File: src/rtl/atm_session_timer_pkg.sv
// Shared constants for the ATM session timer and the session controller:
// state encoding and the default timeout/warning lengths.
package atm_session_timer_pkg;

  typedef enum logic [1:0] {
    IDLE    = 2'd0,
    RUN     = 2'd1,
    EXPIRED = 2'd2
  } state_t;

  localparam int DEFAULT_TIMEOUT_S = 30;
  localparam int DEFAULT_WARN_S    = 5;

  // Width needed to hold a seconds count from 0 up to and including max_s.
  function automatic int count_width(input int max_s);
    return (max_s < 1) ? 1 : $clog2(max_s + 1);
  endfunction

endpackage

File: src/rtl/atm_session_timer_if.sv
// Control/status bundle between the session controller (master) and the
// session timer (slave).
interface atm_session_timer_if
  import atm_session_timer_pkg::*;
#(
  parameter int CW = count_width(DEFAULT_TIMEOUT_S)
) ();

  logic          start;
  logic          kick;
  logic          stop;
  logic          active;
  logic          warn;
  logic          expired;
  logic          timed_out;
  logic [CW-1:0] remaining;

  modport master (
    output start, kick, stop,
    input  active, warn, expired, timed_out, remaining
  );

  modport slave (
    input  start, kick, stop,
    output active, warn, expired, timed_out, remaining
  );

endinterface

File: src/rtl/atm_session_timer_sec_tick.sv
// Brings the slow 1 Hz square wave into the clk domain and turns each of its
// rising edges into a single-cycle tick. Reusable by any second-based timer.
module sec_tick_sync (
  input  logic clk,
  input  logic rst,
  input  logic sec_in,
  output logic tick
);

  logic s1, s2, s3;

  // s1/s2 resolve metastability; s3 holds the previous synchronized level.
  always_ff @(posedge clk or posedge rst) begin
    if (rst) begin
      s1 <= 1'b0;
      s2 <= 1'b0;
      s3 <= 1'b0;
    end else begin
      s1 <= sec_in;
      s2 <= s1;
      s3 <= s2;
    end
  end

  assign tick = s2 & ~s3;

endmodule

File: src/rtl/atm_session_timer.sv
// Customer-session countdown: start/kick/stop control, per-second decrement,
// near-end warning and a one-cycle expiry pulse for the session controller.
module atm_session_timer
  import atm_session_timer_pkg::*;
#(
  parameter int TIMEOUT_S = DEFAULT_TIMEOUT_S,
  parameter int WARN_S    = DEFAULT_WARN_S,
  parameter int CW        = count_width(TIMEOUT_S)
) (
  input  logic                clk,
  input  logic                rst,
  input  logic                sec_in,
  atm_session_timer_if.slave  bus
);

  localparam logic [CW-1:0] TIMEOUT_C = CW'(TIMEOUT_S);
  localparam logic [CW-1:0] WARN_C    = CW'(WARN_S);
  localparam logic [CW-1:0] ONE_C     = CW'(1);

  logic          tick;
  state_t        state_q, state_d;
  logic [CW-1:0] rem_q, rem_d;
  logic          expired_q, expired_d;

  sec_tick_sync u_sec_tick_sync (
    .clk    (clk),
    .rst    (rst),
    .sec_in (sec_in),
    .tick   (tick)
  );

  always_ff @(posedge clk or posedge rst) begin
    if (rst) begin
      state_q   <= IDLE;
      rem_q     <= '0;
      expired_q <= 1'b0;
    end else begin
      state_q   <= state_d;
      rem_q     <= rem_d;
      expired_q <= expired_d;
    end
  end

  // Priority stop > start > kick > tick. The remaining==1 case is handled on
  // its own so the decrement can never wrap below zero.
  always_comb begin
    state_d   = state_q;
    rem_d     = rem_q;
    expired_d = 1'b0;
    if (bus.stop) begin
      state_d = IDLE;
      rem_d   = '0;
    end else if (bus.start) begin
      state_d = RUN;
      rem_d   = TIMEOUT_C;
    end else if (state_q == RUN) begin
      if (bus.kick) begin
        rem_d = TIMEOUT_C;
      end else if (tick) begin
        if (rem_q > ONE_C) begin
          rem_d = rem_q - ONE_C;
        end else begin
          state_d   = EXPIRED;
          rem_d     = '0;
          expired_d = 1'b1;
        end
      end
    end
  end

  assign bus.active    = (state_q == RUN);
  assign bus.warn      = (state_q == RUN) && (rem_q <= WARN_C);
  assign bus.timed_out = (state_q == EXPIRED);
  assign bus.expired   = expired_q;
  assign bus.remaining = rem_q;

endmodule

File: src/flat_wrapper.sv
// flat-port wrapper written by rule: the top's interface ports become plain ports
module atm_session_timer_flat import atm_session_timer_pkg::*;
#(
  parameter int TIMEOUT_S = DEFAULT_TIMEOUT_S,
  parameter int WARN_S    = DEFAULT_WARN_S,
  parameter int CW        = count_width(TIMEOUT_S)
)
  (clk, rst, sec_in, bus_start, bus_kick, bus_stop, bus_active, bus_warn, bus_expired, bus_timed_out, bus_remaining);
  atm_session_timer_if #(.CW(CW)) bus_i ();
  input  logic clk;
  input  logic rst;
  input  logic sec_in;
  input wire logic [$bits(bus_i.start)-1:0] bus_start;
  input wire logic [$bits(bus_i.kick)-1:0] bus_kick;
  input wire logic [$bits(bus_i.stop)-1:0] bus_stop;
  output wire logic [$bits(bus_i.active)-1:0] bus_active;
  output wire logic [$bits(bus_i.warn)-1:0] bus_warn;
  output wire logic [$bits(bus_i.expired)-1:0] bus_expired;
  output wire logic [$bits(bus_i.timed_out)-1:0] bus_timed_out;
  output wire logic [$bits(bus_i.remaining)-1:0] bus_remaining;
  assign bus_i.start = bus_start;
  assign bus_i.kick = bus_kick;
  assign bus_i.stop = bus_stop;
  assign bus_active = bus_i.active;
  assign bus_warn = bus_i.warn;
  assign bus_expired = bus_i.expired;
  assign bus_timed_out = bus_i.timed_out;
  assign bus_remaining = bus_i.remaining;
  atm_session_timer #(.TIMEOUT_S(TIMEOUT_S), .WARN_S(WARN_S), .CW(CW)) u_core (.clk(clk), .rst(rst), .sec_in(sec_in), .bus(bus_i));
endmodule
File: config.mk
export PLATFORM = sky130hd
export DESIGN_NAME = atm_session_timer_flat
export DESIGN_NICKNAME = d
export VERILOG_FILES = /design/src/rtl/atm_session_timer_pkg.sv /design/src/rtl/atm_session_timer_if.sv /design/src/rtl/atm_session_timer_sec_tick.sv /design/src/rtl/atm_session_timer.sv /design/src/flat_wrapper.sv
export SDC_FILE = /design/constraint.sdc
export NUM_CORES = 1
export LEC_CHECK = 0
export CAP_MARGIN = 10
export CORE_MARGIN = 1.5
export CORE_UTILIZATION = 40
export CTS_CLUSTER_SIZE = 8
export DETAILED_ROUTE_END_ITERATION = 12
export GPL_TIMING_DRIVEN = 1
export PLACE_DENSITY_LB_ADDON = 0.1
export SLEW_MARGIN = 20
export SYNTH_ARGS = -nofsm -noshare
export SYNTH_HDL_FRONTEND = slang
export SYNTH_SLANG_ARGS = --single-unit
File: constraint.sdc
create_clock -name clk -period 2.2 [get_ports clk]
set_clock_uncertainty 0.1 [all_clocks]
set_input_delay 0.66 -clock clk [delete_from_list [all_inputs] [get_ports clk]]
set_output_delay 0.66 -clock clk [all_outputs]
set_load 0.03 [all_outputs]
==> out/qor.csv, run 1 <==
stage,metric,value,unit
logic_synthesis,async_flop_share,100,%
clocking,cts_buffer_depth,2,
floorplan,die_h,40.9,um
global_routing,grt_pass1_wl,2.13,mm
floorplan,num_io_pins,15,
hold_path,hp-class,reg -> reg,
cells_and_area,drive_gt1_share,29.8,%
logic_synthesis,netlist_area,573,um2
global_routing,grt_pass1_vias,478,
power_and_ir_drop,p_total,538,uW
logic_synthesis,yosys.area.top_type,dfrtp_1,
placed_design,dp_hpwl,978,um
logic_synthesis,ys_top_cells_by_count,"11 x dfrtp_1, 6 x inv_1",
routing,routedWlPerCell,14.7,um
logic_synthesis,synth-seq-cells,11,
timing,timing.final.hold_violations,0,
cells_and_area,postLayoutCoreUtil,63.9,%
timing,tightest_slew,0.447,ns
timing,fin_crit,2.12,ns
timing,hold_ws,0.249,ns
placed_design,pre_cts_ws,-0.0559,ns
clocking,cts_buffers,3,
power_and_ir_drop,leakage,0.405,nW
run,cap_violations,0,
routing,wl,1.46,mm
timing,finalCritPeriodShare,96.4,%
logic_synthesis,yosys-top-cells-area,"dfrtp_1 48%, ha_1 4.4%, inv_1 3.9%, a21oi_1 2.6%, nor3_1 2.6%",
floorplan,num_rows,13,
global_routing,grt_usage,20.7,%
power_and_ir_drop,ir_drop,0.407,mV
global_routing,overflow,0,
timing,rsz0062_at_grt,false,
routing,remaining_drc_errors,0,
logic_synthesis,synthesis.instances,56,
clocking,cts_sinks,11,
placed_design,place.gp.congestion,0.880,
routing,drt_pass1_iterations,4,
global_routing,antenna_found_initial,0,
logic_synthesis,syn_nets,64,
clocking,cts_tree,built,
routing,vias,529,
logic_synthesis,yosysUniqueCellTypes,28,
clocking,h-tree-depth,1,
logic_synthesis,ys_seq_area_share,48.0,%
timing,maxSlewViolCount,0,
logic_synthesis,ys_warn_count,0,
cells_and_area,num-fill-cells,114,
cells_and_area,fin_nets,93,
power_and_ir_drop,p_per_area,639,nW/um2
outcome,status,"complete, no violations",
floorplan,start_util,43.5,%
setup_path,worst_ep_required_time,1.44,ns
setup_path,start_kind,register,
cells_and_area,syn2layout_area_growth,46.9,%
timing,timing.fmax,0.471,GHz
logic_synthesis,yosys.area.top_type_share,48.0,%
routing,drtAntennaViolNets,0,
floorplan,fp.dieArea,1670,um2
cells_and_area,multiInputGateArea,285,um2
setup_path,cp.arrival,1.36,ns
floorplan,coreArea,1320,um2
setup_path,endpoint_kind,primary output,
clocking,clock-root-buffer,clkbuf_4,
cells_and_area,antenna_cells,0,
clocking,clkTransAtPathRegs,0.08,ns
logic_synthesis,yosys.cell_count.top_type,dfrtp_1,
global_routing,grt_start_max_net_pins,12,
logic_synthesis,avgSynthCellArea,10.2,um2
routing,avgViaCountPerCell,5.34,
timing,slew_headroom,70.1,%
timing,setup-violations-final,0,
logic_synthesis,ys.flop_type,dfrtp_1,
placed_design,portBuffers,14,
routing,dr.first_iter.drc_count,18,
setup_path,worstSetupPathType,reg -> out,
timing,layout_setup_ws,0.0788,ns
clocking,clock_latency,0.27,ns
floorplan,dieWidth,40.9,um
setup_path,critPathMaxFanout,4,
cells_and_area,ff_latch_area,278,um2
logic_synthesis,synth_edf_count,0,
cell usage in the layout, fill, tap and decap left out, types with 3 or more instances in the layout:
cell	instances
buf_4	10
dfrtp_1	9
clkdlybuf4s50_1	8
inv_1	5
dlygate4sd2_1	5
nor2_1	3
nor3_1	3
nand2_1	3
clkbuf_4	3
path summary, 6_finish.rpt:
kind / cells after the start / slack (ns) / from / endpoint
min in group asynchronous: 2 / 0.59 / rst / u_core.bus.expired
setup reg to reg: 5 / 0.33 / u_core.bus.remaining[0] / u_core.bus.remaining[0]
setup / recovery: 5 / 0.08 / u_core.bus.remaining[1] / bus_warn
hold / removal: 0 / 0.25 / u_core.u_sec_tick_sync.s1 / u_core.u_sec_tick_sync.s2
max in group asynchronous: 2 / 1.08 / rst / u_core.bus.remaining[1]
hold reg to reg: 0 / 0.25 / u_core.u_sec_tick_sync.s1 / u_core.u_sec_tick_sync.s2
where the power goes:
part | leakage, nW | switching, mW | total, mW | internal, mW
Sequential | 0.136 | 0.0153 | 0.232 | 0.217
Clock | 0.0177 | 0.0711 | 0.138 | 0.0672
Combinational | 0.251 | 0.0904 | 0.168 | 0.0772
Total | 0.405 | 0.177 | 0.538 | 0.361
per-stage QoR:
step	TNS, ns	std cells	instance area, um2
floorplan	0	56	577
global route	0	99	842
CTS	0	96	808
global placement	-0.0291	91	778
detailed placement	-0.0823	91	778
finish	0	99	842
critical path, cell delays in order (launching register included):
cell and delay [ns]:
dfrtp_2 0.44, inv_2 0.07, ha_1 0.14, o21ba_4 0.17
a21oi_2 0.14, buf_6 0.14
what timing repair did:
item | 4_1_cts | 5_1_grt
hold buffers | 0 | 0
buffers inserted | 1 | 3
pin swaps | 0 | 0
endpoints found under the hold margin | 0 | 0
gates resized for setup | 6 | 4
setup endpoints to repair | 6 | 1
state kept, by name, summed over array words and instances (netlist names):
name	cells
u_core.bus.remaining	5
u_core.state_q	2
u_core.u_sec_tick_sync.s2	1
u_core.bus.expired	1
u_core.u_sec_tick_sync.s3	1
u_core.u_sec_tick_sync.s1	1
final cells by class:
cell class                      count  share of cell area, %
Sequential cell                    11                   33.0
Inverter                            6                   2.67
Multi-Input combinational cell     39                   33.9
Clock inverter                      1                  0.594
Tap cell                           15                   2.23
Clock buffer                        3                   2.67
Timing Repair Buffer               24                   25.0
metal layers:
| metal | vias to the layer above | GRT usage, % | part of all wire (%) |
|---|---|---|---|
| li1 | 263 | - | - |
| met1 | 249 | 24.7 | 46 |
| met2 | 15 | 34.4 | 49 |
| met3 | 2 | 8.15 | 4.3 |
| met4 | 0 | 5.00 | 0.69 |
| met5 | - | 0 | 0 |
cell families after synthesis:
family                     share of synthesized area, %
and+or+nand+nor                                    21.4
AOI/OAI and AO/OA                                  22.3
DFF                                                48.0
buffers and inverters                              3.93
adders and majority gates                          4.37
No activity file was read; power rests on OpenSTA's default activity.
==> run 2, diff against run 1 <==
--- a/config.mk
+++ b/config.mk
@@ -6,7 +6,7 @@
 export NUM_CORES = 1
 export LEC_CHECK = 0
 export CAP_MARGIN = 10
-export CORE_MARGIN = 1.5
+export CORE_MARGIN = 10
 export CORE_UTILIZATION = 40
 export CTS_CLUSTER_SIZE = 8
 export DETAILED_ROUTE_END_ITERATION = 12
==> run 2 against run 1 <==
Effect of this change:
- die area is 100% higher
- critical path type unchanged
- clock power about the same
- first-iteration DRC count decreased by 28%
- routed wire length shrank 1.8%
- maximum frequency barely moved
- register-to-register slack improved by 0.03 ns
- count of clock-buffer cells in the layout up 1
- final cell count unchanged
==> out/qor.csv, run 2 (synthesis results as in run 1) <==
stage,metric,value,unit
setup_path,endpoint_kind,primary output,
timing,finalCritPeriodShare,96.4,%
placed_design,dp_hpwl,1.13,mm
placed_design,pre_cts_ws,-0.0801,ns
cells_and_area,ff_latch_area,275,um2
setup_path,worst_ep_required_time,1.44,ns
routing,remaining_drc_errors,0,
clocking,clock_latency,0.27,ns
setup_path,worstSetupPathType,reg -> out,
cells_and_area,layout_commonest_cell,dfrtp_1,
clocking,cts_buffer_depth,2,
cells_and_area,design_area,838,um2
timing,slew_headroom,73.4,%
floorplan,die_h,57.9,um
clocking,cts_tree,built,
floorplan,fp.dieArea,3350,um2
floorplan,dieWidth,57.9,um
floorplan,num_io_pins,15,
placed_design,portBuffers,14,
routing,routedWlPerCell,14.4,um
cells_and_area,num-fill-cells,120,
global_routing,grt_start_max_net_pins,12,
power_and_ir_drop,power_frac_seq,44.4,%
timing,setup-violations-final,0,
run,cap_violations,0,
clocking,clkTransAtPathRegs,0.06,ns
placed_design,place.gp.congestion,0.826,
timing,layout_setup_ws,0.0794,ns
routing,drt_pass1_iterations,4,
cells_and_area,multiInputGateArea,285,um2
cells_and_area,antenna_cells,0,
outcome,status,"complete, no violations",
timing,fin_crit,2.12,ns
hold_path,hp-class,reg -> reg,
setup_path,cp.arrival,1.36,ns
power_and_ir_drop,ir_drop,0.289,mV
global_routing,overflow,0,
timing,timing.final.hold_violations,0,
floorplan,coreArea,1330,um2
power_and_ir_drop,p_total,530,uW
cells_and_area,syn2layout_area_growth,46.3,%
routing,dr.first_iter.drc_count,13,
clocking,h-tree-depth,1,
cells_and_area,final_cell_mix,"11 x dfrtp_1, 10 x buf_4, 8 x clkdlybuf4s50_1",
cells_and_area,drive_gt1_share,26.2,%
timing,timing.fmax,0.472,GHz
clocking,clock-root-buffer,clkbuf_4,
setup_path,start_kind,register,
setup_path,critPathMaxFanout,6,
routing,vias,530,
power_and_ir_drop,p_comb_share,29.9,%
clocking,cts_buffers,3,
placed_design,placed_area,793,um2
cells_and_area,largest_reg_flops,5,
global_routing,grt_pass1_wl,2.36,mm
global_routing,grt_pass1_vias,549,
floorplan,num_rows,13,
power_and_ir_drop,power.internal,360,uW
cells_and_area,postLayoutCoreUtil,62.9,%
global_routing,antenna_found_initial,0,
floorplan,start_util,43.0,%
power_and_ir_drop,pwr-share-clk,25.7,%
routing,avgViaCountPerCell,5.35,
clocking,cts_sinks,11,
routing,wl,1.43,mm
power_and_ir_drop,p_switching,170,uW
timing,maxSlewViolCount,0,
power_and_ir_drop,p_per_area,632,nW/um2
cells_and_area,fin_nets,93,
power_and_ir_drop,p_sw_share,32.0,%
power_and_ir_drop,leakage,0.403,nW
placed_design,dp.cells,93,
routing,drtAntennaViolNets,0,
timing,tightest_slew,0.399,ns
cells_and_area,final_cell_count_no_fill,99,
global_routing,grt_usage,8.82,%
-- run 2: cell types whose count changed in the layout (fill, tap and decap cells not counted) --
cell and delta:
clkbuf_1 +1, clkinv_2 -1, dfrtp_1 +2, dfrtp_2 -2
-- run 2: critical path, cell delays in order (launching register included) --
cell and delay [ns]:
dfrtp_1 0.40, buf_4 0.17, o21ba_4 0.23, a21oi_2 0.14, buf_6 0.14
-- run 2: power by group through the flow --
stage               registers [mW]  logic [mW]  clock network (mW)
CTS                          0.235       0.153               0.142
detailed placement           0.240       0.155                   0
global route                 0.238       0.172               0.156
finish                       0.235       0.158               0.136
global placement             0.239       0.153                   0
floorplan                    0.254      0.0692                   0
-- run 2: through the flow --
stage                     setup TNS, ns  hold slack (ns)
after CTS                             0            0.254
after detailed placement        -0.0801            0.239
after global routing          -0.000915            0.268
after global placement                0            0.233
final                                 0            0.251
after floorplan                       0            0.231
-- run 2: metal layers --
metal  global-route usage, %  vias to the layer above  routed length, um
li1                        -                      260                  -
met1                    9.05                      245                641
met2                    14.1                       21                643
met3                    5.88                        4                131
met4                    3.02                        0                 13
met5                       0                        -                  0
-- run 2: repair_timing --
| item | CTS | global route |
|---|---|---|
| setup endpoints to repair | 6 | 1 |
| hold buffers | 0 | 0 |
| buffers inserted | 1 | 1 |
| gates resized for setup | 5 | 3 |
| pin swaps | 0 | 0 |
-- run 2: final timing paths --
| path | startpoint | slack (ns) | end | depth (start not counted) |
|---|---|---|---|---|
| setup / recovery | u_core.bus.remaining[0] | 0.08 | bus_warn | 4 |
| min in group asynchronous | rst | 0.57 | u_core.state_q[1] | 2 |
| max in group asynchronous | rst | 1.15 | u_core.bus.remaining[1] | 2 |
| setup reg to reg | u_core.bus.remaining[1] | 0.36 | u_core.bus.remaining[0] | 6 |
| hold / removal | u_core.u_sec_tick_sync.s1 | 0.25 | u_core.u_sec_tick_sync.s2 | 0 |
| hold reg to reg | u_core.u_sec_tick_sync.s1 | 0.25 | u_core.u_sec_tick_sync.s2 | 0 |
-- run 2: cell type report --
| class | count | share of cell area, % |
|---|---|---|
| Multi-Input combinational cell | 39 | 34.0 |
| Timing Repair Buffer | 24 | 25.1 |
| Sequential cell | 11 | 32.8 |
| Clock buffer | 4 | 3.13 |
| Tap cell | 15 | 2.24 |
| Inverter | 6 | 2.69 |
==> run 3, diff against run 2 <==
--- a/config.mk
+++ b/config.mk
@@ -15,4 +15,5 @@
 export SLEW_MARGIN = 20
 export SYNTH_ARGS = -nofsm -noshare
 export SYNTH_HDL_FRONTEND = slang
+export SYNTH_HIERARCHICAL = 1
 export SYNTH_SLANG_ARGS = --single-unit
==> run 3 against run 2 <==
Effect of this change:
- die area is 3.0% higher
- global-route usage is 0.20 points higher
- count of clock-buffer cells in the layout stayed put
- core utilization is 3.7 points lower
- first-iteration DRC count is 38% lower
- area after synthesis is 4.6% higher
- sequential share of layout area is 1.8 points higher
- register-to-register slack better by 0.28 ns
- non-clock buffer count is 8 lower
- sequential power hardly changed
==> out/qor.csv, run 3 <==
stage,metric,value,unit
clocking,h-tree-depth,1,
floorplan,dieWidth,58.7,um
logic_synthesis,yosys-top-cells-area,"dfrtp_1 46%, a21oi_1 5.8%, nor2b_4 4.6%, or2_4 4.4%, ha_1 4.2%",
floorplan,coreArea,1350,um2
setup_path,rrSetupSlack,0.64,ns
power_and_ir_drop,power_frac_seq,45.2,%
cells_and_area,syn2layout_area_growth,33.2,%
logic_synthesis,yosys.cell_count.top_type,dfrtp_1,
floorplan,fp.dieArea,3450,um2
clocking,cts_buffers,3,
logic_synthesis,synthesis.instances,62,
floorplan,num_rows,13,
global_routing,overflow,0,
routing,drtAntennaViolNets,0,
floorplan,die_h,58.7,um
logic_synthesis,avgSynthCellArea,9.67,um2
setup_path,max_stage_delay,0.70,ns
routing,avgViaCountPerCell,5.34,
logic_synthesis,async_flop_share,100,%
timing,hold_ws,0.249,ns
placed_design,place.gp.congestion,0.765,
logic_synthesis,syn_nets,70,
setup_path,crit_family,buffers and inverters,
logic_synthesis,ys_top_cells_by_count,"11 x dfrtp_1, 7 x a21oi_1, 6 x inv_1, 6 x nor2_1",
global_routing,grt_pass1_vias,551,
setup_path,cp_cell_sequence,clkdlybuf4s50_1,
run,cap_violations,0,
setup_path,worst_ep_required_time,1.44,ns
power_and_ir_drop,pwr-share-clk,25.2,%
timing,timing.final.hold_violations,0,
cells_and_area,final_cell_count_no_fill,96,
setup_path,reg2reg_from,u_core/bus.remaining[1],
clocking,clkTransAtPathRegs,0.06,ns
setup_path,critPathMaxFanout,4,
routing,vias,513,
power_and_ir_drop,p_per_area,655,nW/um2
global_routing,grt_usage,9.02,%
logic_synthesis,netlist_area,599,um2
setup_path,cp.arrival,1.37,ns
timing,finalCritPeriodShare,96.8,%
logic_synthesis,synth-seq-cells,11,
placed_design,portBuffers,14,
power_and_ir_drop,p_sw_share,32.4,%
routing,wl,1.36,mm
timing,timing.fmax,0.470,GHz
cells_and_area,largest_reg_flops,5,
cells_and_area,num-fill-cells,118,
timing,tightest_slew,0.363,ns
cells_and_area,antenna_cells,0,
setup_path,start_kind,register,
clocking,cts_tree,built,
power_and_ir_drop,p_comb_share,29.6,%
timing,slew_headroom,75.7,%
logic_synthesis,yosysUniqueCellTypes,22,
clocking,cts_buffer_depth,2,
setup_path,slowest_stage,clkdlybuf4s50_1,
setup_path,path_buf_inv,1,
power_and_ir_drop,power.internal,353,uW
routing,drt_pass1_iterations,4,
routing,remaining_drc_errors,0,
timing,maxSlewViolCount,0,
logic_synthesis,ys_warn_count,6,
floorplan,start_util,44.4,%
setup_path,worstSetupPathType,reg -> out,
timing,setup-violations-final,0,
logic_synthesis,ys.flop_type,dfrtp_1,
timing,finalSetupTns,0,ns
floorplan,num_io_pins,15,
clocking,clock_latency,0.26,ns
outcome,status,"complete, no violations",
placed_design,dp.cells,91,
clocking,cts_hold_buffers,0,
clocking,clock-root-buffer,clkbuf_4,
power_and_ir_drop,leakage,0.389,nW
global_routing,grt_start_max_net_pins,9,
timing,rsz0062_at_grt,false,
logic_synthesis,yosys.area.top_type,dfrtp_1,
cells_and_area,layout_commonest_cell,dfrtp_1,
cells_and_area,drive_gt1_share,22.2,%
global_routing,antenna_found_initial,0,
power_and_ir_drop,p_switching,170,uW
hold_path,hp-class,reg -> reg,
setup_path,endpoint_kind,primary output,
power_and_ir_drop,ir_drop,0.340,mV
placed_design,dp_hpwl,1.06,mm
clocking,cts_sinks,11,
cells_and_area,postLayoutCoreUtil,59.1,%
hold_path,min-delay-start,u_core/u_sec_tick_sync/s1,
logic_synthesis,yosys.area.top_type_share,45.9,%
timing,fin_crit,2.13,ns
cells_and_area,fin_nets,90,
setup_path,crit_path_start,u_core/bus.remaining[1],
routing,dr.first_iter.drc_count,8,
global_routing,grt_pass1_wl,2.48,mm
logic_synthesis,ys_seq_area_share,45.9,%
routing,routedWlPerCell,14.2,um
logic_synthesis,synth_edf_count,0,
cells_and_area,final_cell_mix,"10 x dfrtp_1, 7 x clkdlybuf4s50_1, 6 x a21oi_1, 6 x nor2_1, 5 x inv_1",
## run 3: cell count changes in the layout (fill, tap and decap cells not counted), sizes merged, moves of 3 or more
| cell | previous run | this run |
|---|---|---|
| o21ai | 2 | 8 |
| dlymetal6s2s | 0 | 3 |
| a21oi | 3 | 7 |
| nor2 | 3 | 6 |
| buf | 11 | 3 |
## run 3: power by group through the flow
stage / registers (mW) / logic [mW] / clock network [mW]
final: 0.237 / 0.155 / 0.132
after global routing: 0.240 / 0.169 / 0.149
after CTS: 0.237 / 0.153 / 0.138
after detailed placement: 0.241 / 0.154 / 0
after global placement: 0.240 / 0.152 / 0
after floorplan: 0.259 / 0.0760 / 0
## run 3: layout make-up
class | count | area [um2] | share of cell area, %
clock buffer | 4 | 26.3 | 3.29
inverter | 6 | 22.5 | 2.82
multi-input combinational | 44 | 298 | 37.3
sequential | 11 | 277 | 34.6
tap | 15 | 18.8 | 2.35
timing repair buffer | 16 | 156 | 19.6
## run 3: routing by layer
layer / wire, um / global-route usage (%) / up-vias
met5: 0 / 0 / -
met4: 10 / 2.95 / 0
met3: 109 / 5.15 / 2
met2: 613 / 14.4 / 15
met1: 627 / 9.83 / 245
li1: - / - / 251
## run 3: metrics by stage
stage	cell area, um2	setup WS (ns)	power [mW]
after floorplan	599	0.0837	0.335
after global placement	756	0.126	0.393
after detailed placement	756	0.114	0.395
after CTS	778	0.00778	0.528
after global routing	798	0.00505	0.558
final	798	0.0712	0.523
## run 3: cell families after synthesis
logic type / Yosys count / share of synthesized area (%)
adder cells (fa/ha/maj): 2 / 4.17
flip-flops: 11 / 45.9
AO/OA/AOI/OAI: 21 / 22.5
AND/OR/NAND/NOR: 21 / 22.3
buffers and inverters: 7 / 5.01
## run 3: final timing paths
path                            cells past startpoint                   endpoint
worst max-delay path                                1           bus_remaining[1]
max in group asynchronous                           2    u_core/bus.remaining[0]
worst min-delay path                                0  u_core/u_sec_tick_sync/s2
min in group asynchronous                           2  u_core/u_sec_tick_sync/s3
worst min register to register                      0  u_core/u_sec_tick_sync/s2
worst max register to register                      6          u_core/state_q[0]
## run 3: timing repair
| action | in CTS | in global routing |
|---|---|---|
| gates cloned | 0 | 0 |
| endpoints found under the setup margin | 3 | 4 |
| buffers inserted | 0 | 1 |
| resized for setup | 3 | 6 |
